File: config.mk
export PLATFORM = sky130hd
export DESIGN_NAME = game_sequencer
export DESIGN_NICKNAME = d
export VERILOG_FILES = /design/src/rtl/snake_pkg.sv /design/src/rtl/turn_fifo.sv /design/src/rtl/game_sequencer.sv
export SDC_FILE = /design/constraint.sdc
export NUM_CORES = 1
export LEC_CHECK = 0
export ABC_AREA = 1
export CORE_MARGIN = 1
export CORE_UTILIZATION = 47
export CTS_CLUSTER_SIZE = 40
export DETAILED_ROUTE_END_ITERATION = 8
export DONT_BUFFER_PORTS = 1
export GPL_TIMING_DRIVEN = 0
export MAX_ROUTING_LAYER = met4
export PLACE_DENSITY_LB_ADDON = 0.05
export SKIP_LAST_GASP = 1
export SLEW_MARGIN = 20
export SYNTH_ARGS = -nofsm -noshare
export SYNTH_HDL_FRONTEND = slang
export SYNTH_SLANG_ARGS = --single-unit
File: constraint.sdc
create_clock -name clk -period 4.5 [get_ports clk]
set_clock_uncertainty 0.15 [all_clocks]
set_input_delay 0.9 -clock clk [delete_from_list [all_inputs] [get_ports clk]]
set_output_delay 0.9 -clock clk [all_outputs]
set_load 0.02 [all_outputs]
File: src/rtl/snake_pkg.sv
`default_nettype none
// ============================================================================
//  Package     : snake_pkg
//  Description : Shared types and helpers for the snake game-flow core:
//                heading and game-mode enums, the turn token stored in the
//                per-player queues, and the heading rotation/reset helpers.
//  Ports       : none (package)
//  Revision    : 1.0  initial release
// ============================================================================
package snake_pkg;

    typedef enum logic [1:0] {
        UP    = 2'd0,
        RIGHT = 2'd1,
        DOWN  = 2'd2,
        LEFT  = 2'd3
    } direction;

    typedef enum logic [1:0] {
        MENU = 2'd0,
        GAME = 2'd1,
        OVER = 2'd2
    } game_mode;

    // One queued turn: 0 = turn left, 1 = turn right
    typedef logic turn_t;

    localparam turn_t TURN_LEFT  = 1'b0;
    localparam turn_t TURN_RIGHT = 1'b1;

    // Clockwise step through UP -> RIGHT -> DOWN -> LEFT -> UP
    function automatic direction rot_cw(input direction d);
        case (d)
            UP:      return RIGHT;
            RIGHT:   return DOWN;
            DOWN:    return LEFT;
            default: return UP;
        endcase
    endfunction

    // Counter-clockwise step through UP -> LEFT -> DOWN -> RIGHT -> UP
    function automatic direction rot_ccw(input direction d);
        case (d)
            UP:      return LEFT;
            LEFT:    return DOWN;
            DOWN:    return RIGHT;
            default: return UP;
        endcase
    endfunction

    // Starting heading: even players face right, odd players face left
    function automatic direction reset_dir(input int idx);
        return ((idx % 2) == 0) ? RIGHT : LEFT;
    endfunction

endpackage
`default_nettype wire

File: src/rtl/turn_fifo.sv
`default_nettype none
// ============================================================================
//  Module      : turn_fifo
//  Description : Small circular queue of turn tokens for one player.
//                A pop on an empty queue is ignored; a push on a full queue
//                is accepted only when a pop happens in the same cycle.
//                No bypass: a word pushed into an empty queue becomes visible
//                on dout only after the push edge.
//  Ports       : clk, rst          clock, synchronous active-high reset
//                push, din         enqueue request and token
//                pop               dequeue request
//                flush             empty the queue (same effect as rst)
//                dout              head-of-queue token
//                empty, full       occupancy flags
//  Revision    : 1.0  initial release
// ============================================================================
module turn_fifo
    import snake_pkg::*;
#(
    parameter int DEPTH = 4
) (
    input  logic  clk,
    input  logic  rst,
    input  logic  push,
    input  logic  pop,
    input  logic  flush,
    input  turn_t din,
    output turn_t dout,
    output logic  empty,
    output logic  full
);

    localparam int PTR_W = (DEPTH > 1) ? $clog2(DEPTH) : 1;
    localparam int OCC_W = $clog2(DEPTH + 1);

    localparam logic [PTR_W-1:0] C_LAST  = PTR_W'(DEPTH - 1);
    localparam logic [OCC_W-1:0] C_DEPTH = OCC_W'(DEPTH);

    turn_t            r_mem [DEPTH];
    logic [PTR_W-1:0] r_rd_ptr;
    logic [PTR_W-1:0] r_wr_ptr;
    logic [OCC_W-1:0] r_occ;

    logic w_do_pop;
    logic w_do_push;

    assign empty     = (r_occ == '0);
    assign full      = (r_occ == C_DEPTH);
    assign dout      = r_mem[r_rd_ptr];
    assign w_do_pop  = pop && !empty;
    // When full, the slot being popped is the slot being written, so the
    // simultaneous push is safe.
    assign w_do_push = push && (!full || w_do_pop);

    always_ff @(posedge clk) begin
        if (w_do_push && !rst && !flush) begin
            r_mem[r_wr_ptr] <= din;
        end
    end

    always_ff @(posedge clk) begin
        if (rst || flush) begin
            r_rd_ptr <= '0;
            r_wr_ptr <= '0;
            r_occ    <= '0;
        end else begin
            if (w_do_pop) begin
                r_rd_ptr <= (r_rd_ptr == C_LAST) ? '0 : r_rd_ptr + PTR_W'(1);
            end
            if (w_do_push) begin
                r_wr_ptr <= (r_wr_ptr == C_LAST) ? '0 : r_wr_ptr + PTR_W'(1);
            end
            case ({w_do_push, w_do_pop})
                2'b10:   r_occ <= r_occ + OCC_W'(1);
                2'b01:   r_occ <= r_occ - OCC_W'(1);
                default: r_occ <= r_occ;
            endcase
        end
    end

endmodule
`default_nettype wire

File: src/rtl/game_sequencer.sv
`default_nettype none
// ============================================================================
//  Module      : game_sequencer
//  Description : Game-flow core for N-player snake. Runs the MENU/GAME/OVER
//                mode machine, a move-tick generator whose period shrinks as
//                points are eaten, and one turn queue per player so that
//                rapid turn requests are applied one per move tick.
//  Ports       : clk, rst        clock, synchronous active-high reset
//                start           MENU->GAME, OVER->MENU pulse
//                left, right     per-player turn pulses
//                point_eaten     speeds up the move tick
//                collision       per-player collision flags
//                mode            current game mode
//                tick            one-cycle move strobe
//                dir             per-player heading
//                winner          ~collision latched at game end
//                overflow        sticky per-player dropped-turn flag
//  Revision    : 1.0  initial release
// ============================================================================
module game_sequencer
    import snake_pkg::*;
#(
    parameter int N_PLAYERS  = 2,
    parameter int TURN_DEPTH = 4,
    parameter int TICK_START = 7_500_000,
    parameter int TICK_MIN   = 1_875_000,
    parameter int TICK_STEP  = 375_000
) (
    input  logic                 clk,
    input  logic                 rst,
    input  logic                 start,
    input  logic [N_PLAYERS-1:0] left,
    input  logic [N_PLAYERS-1:0] right,
    input  logic                 point_eaten,
    input  logic [N_PLAYERS-1:0] collision,
    output game_mode             mode,
    output logic                 tick,
    output direction             dir [N_PLAYERS],
    output logic [N_PLAYERS-1:0] winner,
    output logic [N_PLAYERS-1:0] overflow
);

    localparam int CNT_W = $clog2(TICK_START + 1);

    localparam logic [CNT_W-1:0] C_TICK_START = CNT_W'(TICK_START);
    localparam logic [CNT_W-1:0] C_TICK_MIN   = CNT_W'(TICK_MIN);
    localparam logic [CNT_W-1:0] C_TICK_STEP  = CNT_W'(TICK_STEP);

    game_mode               r_state;
    game_mode               w_next_state;
    logic [CNT_W-1:0]       r_cnt;
    logic [CNT_W-1:0]       r_period;
    logic [CNT_W-1:0]       w_period_sub;
    logic [CNT_W-1:0]       w_period_dec;
    logic                   r_tick;
    logic [N_PLAYERS-1:0]   r_winner;
    logic                   w_in_game;
    logic                   w_enter_game;
    logic                   w_tick_fire;

    // ---------------------------------------------------------------- FSM
    always_ff @(posedge clk) begin
        if (rst) begin
            r_state <= MENU;
        end else begin
            r_state <= w_next_state;
        end
    end

    always_comb begin
        w_next_state = r_state;
        case (r_state)
            MENU:    if (start)      w_next_state = GAME;
            GAME:    if (|collision) w_next_state = OVER;
            OVER:    if (start)      w_next_state = MENU;
            default:                 w_next_state = MENU;
        endcase
    end

    always_comb begin
        mode         = r_state;
        w_in_game    = (r_state == GAME);
        w_enter_game = (r_state == MENU) && start;
        // A collision ends the game on this edge, so its tick is dropped
        w_tick_fire  = w_in_game && (r_cnt == '0) && !(|collision);
    end

    // ------------------------------------------------------ tick generator
    // Unsigned decrement with a floor: never wraps below TICK_MIN
    assign w_period_sub = r_period - C_TICK_STEP;
    assign w_period_dec = ((r_period >= C_TICK_STEP) && (w_period_sub >= C_TICK_MIN))
                          ? w_period_sub : C_TICK_MIN;

    always_ff @(posedge clk) begin
        if (rst) begin
            r_period <= C_TICK_START;
            r_cnt    <= C_TICK_START - CNT_W'(1);
            r_tick   <= 1'b0;
        end else begin
            r_tick <= w_tick_fire;
            if (w_enter_game) begin
                r_period <= C_TICK_START;
                r_cnt    <= C_TICK_START - CNT_W'(1);
            end else if (w_in_game) begin
                if (point_eaten) begin
                    r_period <= w_period_dec;
                end
                // Reload uses the period as it stood before this cycle's
                // point_eaten, so a speed-up applies from the next reload on
                r_cnt <= (r_cnt == '0) ? r_period - CNT_W'(1) : r_cnt - CNT_W'(1);
            end
        end
    end

    assign tick = r_tick;

    // -------------------------------------------------------------- winner
    always_ff @(posedge clk) begin
        if (rst) begin
            r_winner <= '0;
        end else if (w_in_game && (|collision)) begin
            r_winner <= ~collision;
        end
    end

    assign winner = r_winner;

    // ---------------------------------------------------- per-player turns
    for (genvar gi = 0; gi < N_PLAYERS; gi++) begin : g_player
        logic     w_push;
        logic     w_pop;
        turn_t    w_head;
        logic     w_empty;
        logic     w_full;
        direction r_hdg;
        logic     r_ovf;

        // Simultaneous left and right cancel out
        assign w_push = w_in_game && (left[gi] ^ right[gi]);
        assign w_pop  = w_tick_fire && !w_empty;

        turn_fifo #(
            .DEPTH (TURN_DEPTH)
        ) u_turn_fifo (
            .clk   (clk),
            .rst   (rst),
            .push  (w_push),
            .pop   (w_pop),
            .flush (w_enter_game),
            .din   (right[gi]),
            .dout  (w_head),
            .empty (w_empty),
            .full  (w_full)
        );

        always_ff @(posedge clk) begin
            if (rst || w_enter_game) begin
                r_hdg <= reset_dir(gi);
                r_ovf <= 1'b0;
            end else begin
                if (w_pop) begin
                    r_hdg <= (w_head == TURN_RIGHT) ? rot_cw(r_hdg) : rot_ccw(r_hdg);
                end
                if (w_push && w_full && !w_pop) begin
                    r_ovf <= 1'b1;
                end
            end
        end

        assign dir[gi]      = r_hdg;
        assign overflow[gi] = r_ovf;
    end

endmodule
`default_nettype wire

==> results of run 1 <==
[flip-flops by register name, summed over array words and instances, names as in the netlist, 2 cells and up, named ones only]
register                       count
winner                             2
g_player.r_ovf                     2
g_player.u_turn_fifo.r_mem         8
g_player.u_turn_fifo.r_occ         6
r_period                          20
r_cnt                             23
g_player.u_turn_fifo.r_wr_ptr      4
g_player.u_turn_fifo.r_rd_ptr      4
mode                               2
g_player.r_hdg                     4
[cell usage after synthesis, types with 2 or more instances]
cell      instances
nand2_1         160
inv_1           112
nor2_1           98
dfxtp_1          72
a21oi_1          65
nand3_1          59
o21ai_0          46
ha_1             18
clkbuf_1         13
nand4_1          11
o21ai_2          11
nor3_1            9
edfxtp_1          8
nand2_2           6
o211ai_1          6
xor2_1            6
inv_2             5
o21ai_1           5
nor2_2            4
buf_4             3
nand3_2           3
nand3b_1          3
a211oi_1          2
a31oi_1           2
a32oi_1           2
buf_2             2
buf_6             2
clkinv_1          2
fa_1              2
nand2_4           2
o211a_1           2
o21a_1            2
[per-stage QoR]
stage	power [µW]	hold WS [ns]	utilization
global placement	958	0.302	0.500
CTS	1540	0.326	0.520
finish	1520	0.321	0.520
detailed placement	960	0.306	0.500
floorplan	908	0.287	-
global route	1600	0.360	0.520
[how the worst max path moves through the flow]
stage,startpoint,to,slack [ns],cells after the start
after detailed placement,mode[0],g_player[1].u_turn_fifo.r_occ[2],1.15,15
after CTS,mode[0],g_player[1].u_turn_fifo.r_occ[2],1.15,15
final,mode[0],g_player[1].u_turn_fifo.r_occ[2],1.20,15
after floorplan,collision[1],g_player[1].u_turn_fifo.r_occ[2],1.68,14
after global placement,mode[0],g_player[1].u_turn_fifo.r_occ[2],1.20,15
after global routing,mode[0],g_player[1].u_turn_fifo.r_occ[2],0.82,15
[layer usage]
layer	part of all wire	GRT usage	up-vias
met5	0	-	-
met4	0.016	0.0996	0
met3	0.052	0.0337	18
met2	0.48	0.412	117
met1	0.45	0.309	2096
li1	-	-	2458
[cell families (layout without fill, tap and decap cells)]
group	count (synthesis)	after routing	synth area share
flip-flops	80	80	0.339
AO/OA/AOI/OAI	149	149	0.175
adder cells (fa/ha/maj)	20	20	0.0534
XOR/XNOR	7	7	0.0123
AND/OR/NAND/NOR	358	358	0.310
buffers and inverters	139	154	0.111
[cell type report]
type,count,area [µm²],share of cell area
clock inverters,6,85.1,0.0159
clock buffers,9,124,0.0232
flip-flops and latches,80,1680,0.315
multi-input cells,534,2730,0.511
well taps,136,170,0.0318
plain buffers,20,104,0.0194
inverters,119,447,0.0836
[power breakdown]
part | internal [µW] | total, µW | switching [µW]
clock network | 308 | 578 | 270
registers | 739 | 758 | 18.7
logic | 53.0 | 188 | 135
==> results by group, run 1 <==
Outcome
  – Outcome: finished, final reports clean

Clocking
  – Num CTS Buffers: 9
  – Hold_buf cts: 0
  – Maximum clock insertion buffer count: 2
  – Resize count post-CTS: 0
  – Clock root cell: clkbuf_8
  – Clock Pin Slew Worst Setup and Hold Paths: 0.08 ns
  – Clk sink count: 80
  – CTS H-Tree Depth: 3
  – Post-CTS Setup Inserts: 0
  – Clk_lat worst skew: 0.36 ns
  – CTS tree: yes

Drt
  – DR WL/cell: 13.9 µm
  – Drc violations: 0
  – Routed Antenna Nets: 0
  – Total vias in the final route: 4,689
  – DR vias/cell: 5.19
  – DRT Pass-1 Iters: 7
  – DRT iter0 DRCs: 339
  – Routed WL: 12,600 µm

Logic synthesis
  – Post-synthesis sequential area ratio: 0.339
  – Ys async rst share: 0
  – Number of enable flip-flop cells after synthesis: 8
  – Synth top area share: 0.290
  – Yosys warnings: 0
  – Yosys cell types: 42
  – Synth top area cells: dfxtp_1, nand2_1, inv_1
  – Post-Syn Instances: 753
  – Syn nets: 783
  – Post-synthesis cell area: 4960 µm²
  – Flops & latches, synth: 80
  – Mean area per synthesized cell: 6.59 µm²
  – Area leader, netlist: dfxtp_1
  – Ys flop type: dfxtp_1

Placed design
  – PortBufs: 0
  – # placed instances: 889
  – DP Area: 5130 µm²
  – Dpl ws: 1.15 ns
  – Gpl congestion: 0.896
  – Hpwl dp: 9470 µm

Worst setup path
  – Endpoint class of the critical path: flop
  – Crit start category: flop
  – FF-to-FF Start: mode[0]
  – Required time worst endpoint: 4.59 ns
  – CP Cell Sequence: inv_1 -> nor2_1 -> inv_1 -> nor2_1 -> nand2_2 -> inv_1 -> o31ai_1 -> inv_1 -> ha_1 -> inv_1 -> fa_1 -> a21oi_1 -> o21ai_0 -> o21ai_0 -> a21oi_1
  – Reg2reg path depth: 15
  – R2r setup slk: 1.20 ns
  – Slowest cell delay on critical path: 0.48 ns
  – CP max-delay cell: nor2_1
  – Reg2reg end: g_player[1].u_turn_fifo.r_occ[2]
  – Most frequent CP cell: inv_1
  – Largest delay contributor family on the critical path: simple AND/OR/NAND/NOR gates
  – WP buf/inv: 5
  – Critical path arrival: 3.40 ns
  – Crit path kind: reg -> reg
  – Worst-path fanout max: 6

Pwr
  – Max rail drop VDD: 124 µV
  – Power per cell area: 285 nW/µm²
  – Lkg Pwr: 0.00237 µW

Global routing
  – Gr ovfl total: 0
  – Vias in the first global route: 4,423
  – Total Routing Usage GR: 0.250
  – Antenna violations before repair: 0
  – First-pass GRT wire length: 20,900 µm
  – Largest net degree at the start of global routing: 14

Final layout
  – Filler cell count: 1,052
  – # diodes: 0
  – Most frequent cells in the layout: nand2_1, inv_1, nor2_1
  – Final non-filler cell total: 904
  – Share of cells above drive strength 1: 0.0742
  – Finished Cell Area: 5340 µm²
  – Layout Nets: 794
  – Layout Area Growth over Synthesis: 7.64%
  – Commonest non-fill, non-tap cell in the layout: nand2_1

Timing
  – Worst-margin pin slew: 0.874 ns
  – Endpoints failing hold: 0
  – RSZ-0062 raised after global routing: no
  – Tmin final: 3.30 ns
  – Top achievable clock speed: 303 MHz
  – Setup TNS: 0 ns
  – Fin crit share: 0.734
  – # setup viols final: 0
  – Fin worst setup slack: 1.20 ns
  – Relative slew slack: 0.417
  – Pins Over Slew Limit: 0

Floorplan
  – Core ar.: 10,300 µm²
  – Die area: 11,000 µm²
  – Die width: 105 µm
  – Rows: 37
  – Die H: 105 µm
  – Starting Density: 0.483
  – I/O Pins: 21

Job
  – Max_cap viols: 0

Worst hold path
  – Hold Crit Class: reg -> reg
  – Hold_sp: g_player[0].r_ovf
  – Min-Delay Endpoint: g_player[0].r_ovf
  – Worst Hold Path Cells: 1
No activity file was read; power rests on OpenSTA's default activity.
==> run 2: changes to the inputs <==
Clock period 4.5 ns to 3.2 ns, I/O delays scaled along.
==> run 2 against run 1 <==
Against the previous run: utilization up 0.11 points; largest power group unchanged; combinational power is 40% higher; sequential share of layout area about the same; cell area rose by 0.21%; largest cell class unchanged; first-iteration DRC count grew 0.29%; global-route usage did not move; setup slack got worse by 0.87 ns.
==> results by group, run 2 (synthesis results as in run 1) <==
Worst setup path
  – Critical path arrival: 2.97 ns (-0.43 ns)
  – Most frequent CP cell: inv_1
  – Crit path kind: reg -> reg
  – Required time worst endpoint: 3.30 ns (-1.29 ns)
  – Endpoint class of the critical path: flop
  – Worst-path fanout max: 6 (unchanged)
  – Crit start category: flop
  – Slowest cell delay on critical path: 0.38 ns (-0.10 ns)
  – CP Cell Sequence: inv_1 -> nand4_1 -> nor2_2 -> nand3_2 -> inv_2 -> nand2_2 -> inv_1 -> o31ai_1 -> inv_1 -> ha_1 -> inv_1 -> fa_1 -> a21oi_1 -> o21ai_0 -> o21ai_0 -> a21oi_1
  – CP max-delay cell: fa_1

Placed design
  – PortBufs: 0 (unchanged)
  – Hpwl dp: 9470 µm (unchanged)
  – # placed instances: 889 (unchanged)
  – Gpl congestion: 0.896 (unchanged)

Floorplan
  – Rows: 37 (unchanged)
  – Die area: 11,000 µm² (unchanged)
  – Core ar.: 10,300 µm² (unchanged)
  – Die width: 105 µm (unchanged)
  – I/O Pins: 21 (unchanged)
  – Starting Density: 0.483 (unchanged)
  – Die H: 105 µm (unchanged)

Final layout
  – Max FFs per register: 23 (unchanged)
  – Largest registers: r_cnt: 23 flops, r_period: 20 flops, g_player.u_turn_fifo.r_mem: 8 flops
  – Layout Nets: 794 (unchanged)
  – Layout Area Growth over Synthesis: 7.86%
  – Most frequent cells in the layout: nand2_1, inv_1, nor2_1
  – # diodes: 0 (unchanged)
  – Final Util: 0.521 (+0.00110)
  – Final non-filler cell total: 904 (unchanged)
  – Biggest register: r_cnt
  – Share of cells above drive strength 1: 0.0794 (+0.00521)
  – Commonest non-fill, non-tap cell in the layout: nand2_1

Drt
  – Routed Antenna Nets: 0 (unchanged)
  – DRT Pass-1 Iters: 5 (-2)
  – Drc violations: 0 (unchanged)
  – DR vias/cell: 5.21 (+0.47%)
  – Routed WL: 12,500 µm (-0.27%)
  – DRT iter0 DRCs: 340 (+0.29%)
  – Total vias in the final route: 4,711 (+0.47%)
  – DR WL/cell: 13.9 µm (-0.27%)

Timing
  – Tmin final: 2.87 ns (-0.427 ns)
  – Endpoints failing hold: 0 (unchanged)
  – # setup viols final: 0 (unchanged)
  – Fin crit share: 0.898 (+0.165)
  – RSZ-0062 raised after global routing: no
  – Pins Over Slew Limit: 0 (unchanged)
  – Top achievable clock speed: 348 MHz (+15%)
  – Relative slew slack: 0.398 (-0.0188)
  – Worst-margin pin slew: 0.902 ns (+0.0281 ns)

Pwr
  – Clock Power Share: 0.380 (about the same)
  – Internal Power: 1550 µW (+41%)
  – Reg power frac: 0.497 (about the same)
  – Comb pwr share: 0.123 (about the same)
  – Sw Pwr: 599 µW (+41%)
  – Power per cell area: 401 nW/µm² (+41%)
  – Lkg Pwr: 0.00237 µW (about the same)
  – Max rail drop VDD: 175 µV (+41%)
  – Sw Ratio: 0.279 (+0.000924)

Clocking
  – Clock root cell: clkbuf_8
  – Maximum clock insertion buffer count: 2 (unchanged)
  – Clk_lat worst skew: 0.36 ns (about the same)
  – Clock Pin Slew Worst Setup and Hold Paths: 0.09 ns (about the same)
  – Post-CTS Setup Inserts: 0 (unchanged)
  – Clk sink count: 80 (unchanged)
  – CTS tree: yes
  – CTS H-Tree Depth: 3 (unchanged)
  – Num CTS Buffers: 9 (unchanged)

Global routing
  – Vias in the first global route: 4,425 (+0.045%)
  – Largest net degree at the start of global routing: 14 (unchanged)
  – First-pass GRT wire length: 20,900 µm (unchanged)
  – Total Routing Usage GR: 0.250 (unchanged)
  – Gr ovfl total: 0 (unchanged)
  – Antenna violations before repair: 0 (unchanged)

Outcome
  – Outcome: finished, final reports clean

Worst hold path
  – Hold Crit Class: in -> reg

Job
  – Max_cap viols: 0 (unchanged)
-- run 2: worst max-delay path, delay by kind of cell, from the launching register on --
kind / cells / cell delay (ns)
AO/OA/AOI/OAI: 5 / 0.55
buffers and inverters: 5 / 0.59
AND/OR/NAND/NOR: 4 / 0.61
adder cells (fa/ha/maj): 2 / 0.55
flip-flops: 1 / 0.30
-- run 2: layer usage --
metal	share of wire	GRT usage	vias to the layer above
met3	0.044	0.0337	19
met4	0.015	0.0996	0
met1	0.46	0.309	2124
li1	-	-	2460
met2	0.48	0.412	108
met5	0	-	-
-- run 2: power groups by stage --
| stage | combinational [µW] | sequential (µW) | clock [µW] |
|---|---|---|---|
| after floorplan | 194 | 1080 | 0 |
| after global placement | 259 | 1090 | 0 |
| after detailed placement | 261 | 1090 | 0 |
| after CTS | 263 | 1070 | 834 |
| after global routing | 301 | 1070 | 879 |
| final | 264 | 1070 | 815 |
-- run 2: cell type report --
cell class	count	area, µm²
plain buffers	20	104
well taps	136	170
inverters	119	447
clock buffers	9	124
flip-flops and latches	80	1680
fillers	1054	4920
multi-input cells	534	2740
clock inverters	6	85.1
-- run 2: through the flow --
stage               setup WS [ns]  setup TNS (ns)  area (µm²)  hold WS (ns)  total power [µW]
global placement           -0.102          -0.102        5130         0.302              1350
finish                      0.326               0        5360         0.186              2150
global route               0.0159               0        5360         0.171              2250
CTS                        0.0683               0        5350         0.177              2160
floorplan                   0.587               0        4960         0.287              1280
detailed placement         -0.147          -0.158        5130         0.306              1350
-- run 2: timing repair --
| action | 4_1_cts | 5_1_grt |
|---|---|---|
| endpoints found under the setup margin | 2 | 2 |
| gates resized for setup | 1 | 4 |
| hold buffers | 0 | 0 |
-- run 2: final timing paths --
| kind | start | end | slack, ns | cells after the start |
|---|---|---|---|---|
| worst min register to register | g_player[0].r_ovf | g_player[0].r_ovf | 0.32 | 1 |
| worst min-delay path | rst | mode[0] | 0.19 | 1 |
| worst max register to register | r_cnt[3] | g_player[1].u_turn_fifo.r_occ[2] | 0.33 | 16 |
| worst max-delay path | r_cnt[3] | g_player[1].u_turn_fifo.r_occ[2] | 0.33 | 16 |
==> run 3: changes to the inputs <==
Settings changed: ABC_AREA 1 to not set.
==> run 3 against run 2 <==
Against the previous run: the flow now finishes with violations (setup timing); register-to-register slack got worse by 0.38 ns; clock power fell by 10%; global-route usage rose by 2.4 points; combinational power fell by 13%; via count rose by 2.8%; critical endpoint is now g_player[0].u_turn_fifo.r_occ[2].
==> results by group, run 3 <==
Logic synthesis
  – Post-synthesis cell area: 4850 µm² (-2.3%)
  – Synth Area in Adders: 0.0547 (+0.00125)
  – Synth top area cells: dfxtp_1, nor2_1, o21ai_0
  – Yosys cell types: 74 (+76%)
  – Flops & latches, synth: 80 (unchanged)
  – Number of enable flip-flop cells after synthesis: 8 (unchanged)
  – Post-synthesis sequential area ratio: 0.347 (+0.00795)
  – Ys flop type: dfxtp_1
  – Ys async rst share: 0 (unchanged)
  – Xor/xnor share of the synthesized area: 0.0289 (+0.0165)
  – Top-count cell post-synth: dfxtp_1
  – Mean area per synthesized cell: 7.98 µm² (+21%)
  – Synth top area share: 0.297 (+0.00681)
  – Area leader, netlist: dfxtp_1
  – Synth Area in Simple Gates: 0.239 (-0.0704)
  – Largest family of logic cells by synthesized area: compound AO/OA/AOI/OAI gates
  – Post-synth top cells: dfxtp_1, nor2_1, nand2_1, o21ai_0, a21oi_1
  – Syn nets: 638 (-19%)
  – Post-synthesis mux area share: 0.0302 (+0.0302)
  – Post-Syn Instances: 608 (-19%)
  – Complex-gate fraction of the synthesized area: 0.242 (+0.0670)
  – Yosys warnings: 0 (unchanged)

Final layout
  – Biggest register: r_cnt
  – Largest registers: r_cnt: 23 flops, r_period: 20 flops, g_player.u_turn_fifo.r_mem: 8 flops
  – # diodes: 0 (unchanged)
  – Layout Nets: 685 (-14%)
  – Filler cell count: 928 (-12%)
  – Layout Area Growth over Synthesis: 18.0%
  – Share of cells above drive strength 1: 0.182 (+0.102)
  – Commonest non-fill, non-tap cell in the layout: nor2_1
  – Final Util: 0.578 (+0.0565)
  – Max FFs per register: 23 (unchanged)
  – Final non-filler cell total: 793 (-12%)
  – Most frequent cells in the layout: nor2_1, dfxtp_1, nand2_1

Clocking
  – Num CTS Buffers: 9 (unchanged)
  – Clk_lat worst skew: 0.36 ns (about the same)
  – Hold_buf cts: 0 (unchanged)
  – Maximum clock insertion buffer count: 2 (unchanged)
  – Clock Pin Slew Worst Setup and Hold Paths: 0.09 ns (about the same)
  – Clock root cell: clkbuf_8
  – Clk sink count: 80 (unchanged)
  – CTS H-Tree Depth: 3 (unchanged)
  – CTS tree: yes

Worst setup path
  – Largest delay contributor family on the critical path: simple AND/OR/NAND/NOR gates
  – Slowest cell delay on critical path: 0.56 ns (+0.18 ns)
  – Crit path kind: reg -> reg
  – Required time worst endpoint: 3.28 ns (-0.02 ns)
  – Crit start category: flop
  – CP max-delay cell: or4_4
  – Endpoint class of the critical path: flop
  – Worst-path fanout max: 6 (unchanged)
  – Critical path arrival: 3.33 ns (+0.36 ns)
  – CP Cell Sequence: or4_4 -> nor4_4 -> and4_1 -> buf_6 -> and3_4 -> o31ai_4 -> nand2b_4 -> fa_2 -> or3_4 -> a31oi_4 -> a21oi_1
  – WP buf/inv: 1 (-4)

Floorplan
  – I/O Pins: 21 (unchanged)
  – Core ar.: 9910 µm² (-3.6%)
  – Die area: 10,700 µm² (-2.3%)
  – Die H: 104 µm (-1.1%)
  – Die width: 104 µm (-1.1%)
  – Starting Density: 0.490 (+0.00644)
  – Rows: 36 (-2.7%)

Placed design
  – Hpwl dp: 9360 µm (-1.2%)
  – # placed instances: 741 (-17%)
  – PortBufs: 0 (unchanged)
  – Gpl congestion: 0.939 (+4.8%)

Outcome
  – Violated checks: setup timing
  – Outcome: finished with violations

Worst hold path
  – Hold Crit Class: in -> reg

Timing
  – Relative slew slack: 0.164 (-0.234)
  – Fin worst setup slack: -0.0525 ns (-0.378 ns)
  – Setup TNS: -0.0525 ns (-0.0525 ns)
  – Top achievable clock speed: 307 MHz (-12%)
  – # setup viols final: 1 (+1)
  – RSZ-0062 raised after global routing: yes
  – Tmin final: 3.25 ns (+0.378 ns)
  – Endpoints failing hold: 0 (unchanged)
  – Pins Over Slew Limit: 0 (unchanged)
  – Worst-margin pin slew: 1.24 ns (+0.341 ns)
  – Fin crit share: 1.02 (+0.118)

Job
  – Max_cap viols: 0 (unchanged)

Pwr
  – Max rail drop VDD: 195 µV (+11%)
  – Power, Total: 2010 µW (-6.5%)
  – Power per cell area: 351 nW/µm² (-13%)
  – Lkg Pwr: 0.00203 µW (-14%)

Drt
  – DRT iter0 DRCs: 323 (-5.0%)
  – Routed Antenna Nets: 0 (unchanged)
  – DR vias/cell: 6.11 (+17%)
  – Drc violations: 0 (unchanged)
  – Routed WL: 14,000 µm (+12%)
  – DR WL/cell: 17.7 µm (+27%)
  – DRT Pass-1 Iters: 5 (unchanged)
  – Total vias in the final route: 4,842 (+2.8%)

Global routing
  – Largest net degree at the start of global routing: 16 (+2)
  – Total Routing Usage GR: 0.274 (+0.0243)
  – Antenna violations before repair: 0 (unchanged)
  – Vias in the first global route: 4,570 (+3.3%)
  – First-pass GRT wire length: 22,800 µm (+9.1%)
  – Gr ovfl total: 0 (unchanged)
run 3: cell count changes in the layout (fill, tap and decap cells not counted), moves of 10 or more:
cell / previous run / this run
nand2_1: 160 / 48
clkbuf_1: 13 / 27
nor2_1: 96 / 69
o21ai_2: 11 / 1
a21oi_1: 65 / 44
buf_4: 3 / 35
nand3_1: 59 / 15
and3_1: 1 / 14
inv_1: 111 / 22
run 3: path summary, 6_finish.rpt:
path                      from                          endpoint  slack (ns)  cells after the start
max                   r_cnt[3]  g_player[0].u_turn_fifo.r_occ[2]       -0.05                     11
min                        rst                           mode[1]        0.18                      1
max reg2reg           r_cnt[3]  g_player[0].u_turn_fifo.r_occ[2]       -0.05                     11
min reg2reg  g_player[0].r_ovf                 g_player[0].r_ovf        0.32                      2
run 3: cell families (layout without fill, tap and decap cells):
kind of cell | after synthesis | after routing
XOR/XNOR | 16 | 16
flip-flops | 80 | 80
AO/OA/AOI/OAI | 181 | 181
adder cells (fa/ha/maj) | 20 | 20
buffers and inverters | 69 | 121
AND/OR/NAND/NOR | 231 | 231
multiplexers | 11 | 11
run 3: where the power goes:
part | internal (µW) | switching (µW)
combinational | 75.6 | 155
clock | 311 | 419
sequential | 1020 | 21.1
total | 1410 | 595
run 3: timing repair:
action,4_1_cts,5_1_grt
gates cloned,0,1
gates resized for setup,23,32
setup endpoints to repair,31,36
setup buffers,25,13
pin swaps,10,13
run 3: cell type report:
cell class              instances  area, µm²  share of cell area
inverters                      25       93.8              0.0164
clock inverters                 6       50.0             0.00875
clock buffers                  10        138              0.0240
repair buffers                 37        295              0.0516
flip-flops and latches         80       1690               0.295
plain buffers                  43        204              0.0356
well taps                     133        166              0.0291
multi-input cells             459       3090               0.540
run 3: worst reg2reg max path, stage by stage, from the launching register on:
cell and delay, ns:
dfxtp_2 0.34, or4_4 0.56, nor4_4 0.21, and4_1 0.25, buf_6 0.14, and3_4 0.24, o31ai_4 0.09, nand2b_4 0.15
fa_2 0.37, or3_4 0.41, a31oi_4 0.16, a21oi_1 0.07
run 3: metal layers:
layer | part of all wire | track usage | up-vias
met1 | 0.47 | 0.367 | 2310
met2 | 0.45 | 0.418 | 192
met5 | 0 | - | -
li1 | - | - | 2315
met3 | 0.068 | 0.0352 | 25
met4 | 0.017 | 0.114 | 0
run 3: stage by stage:
step	area (µm²)	worst slack (ns)	hold WS [ns]
after floorplan	4890	-0.0931	0.288
after detailed placement	5060	-0.561	0.308
after global routing	5720	-0.133	0.146
final	5720	-0.0525	0.181
after CTS	5510	-0.0131	0.167
after global placement	5060	-0.479	0.320
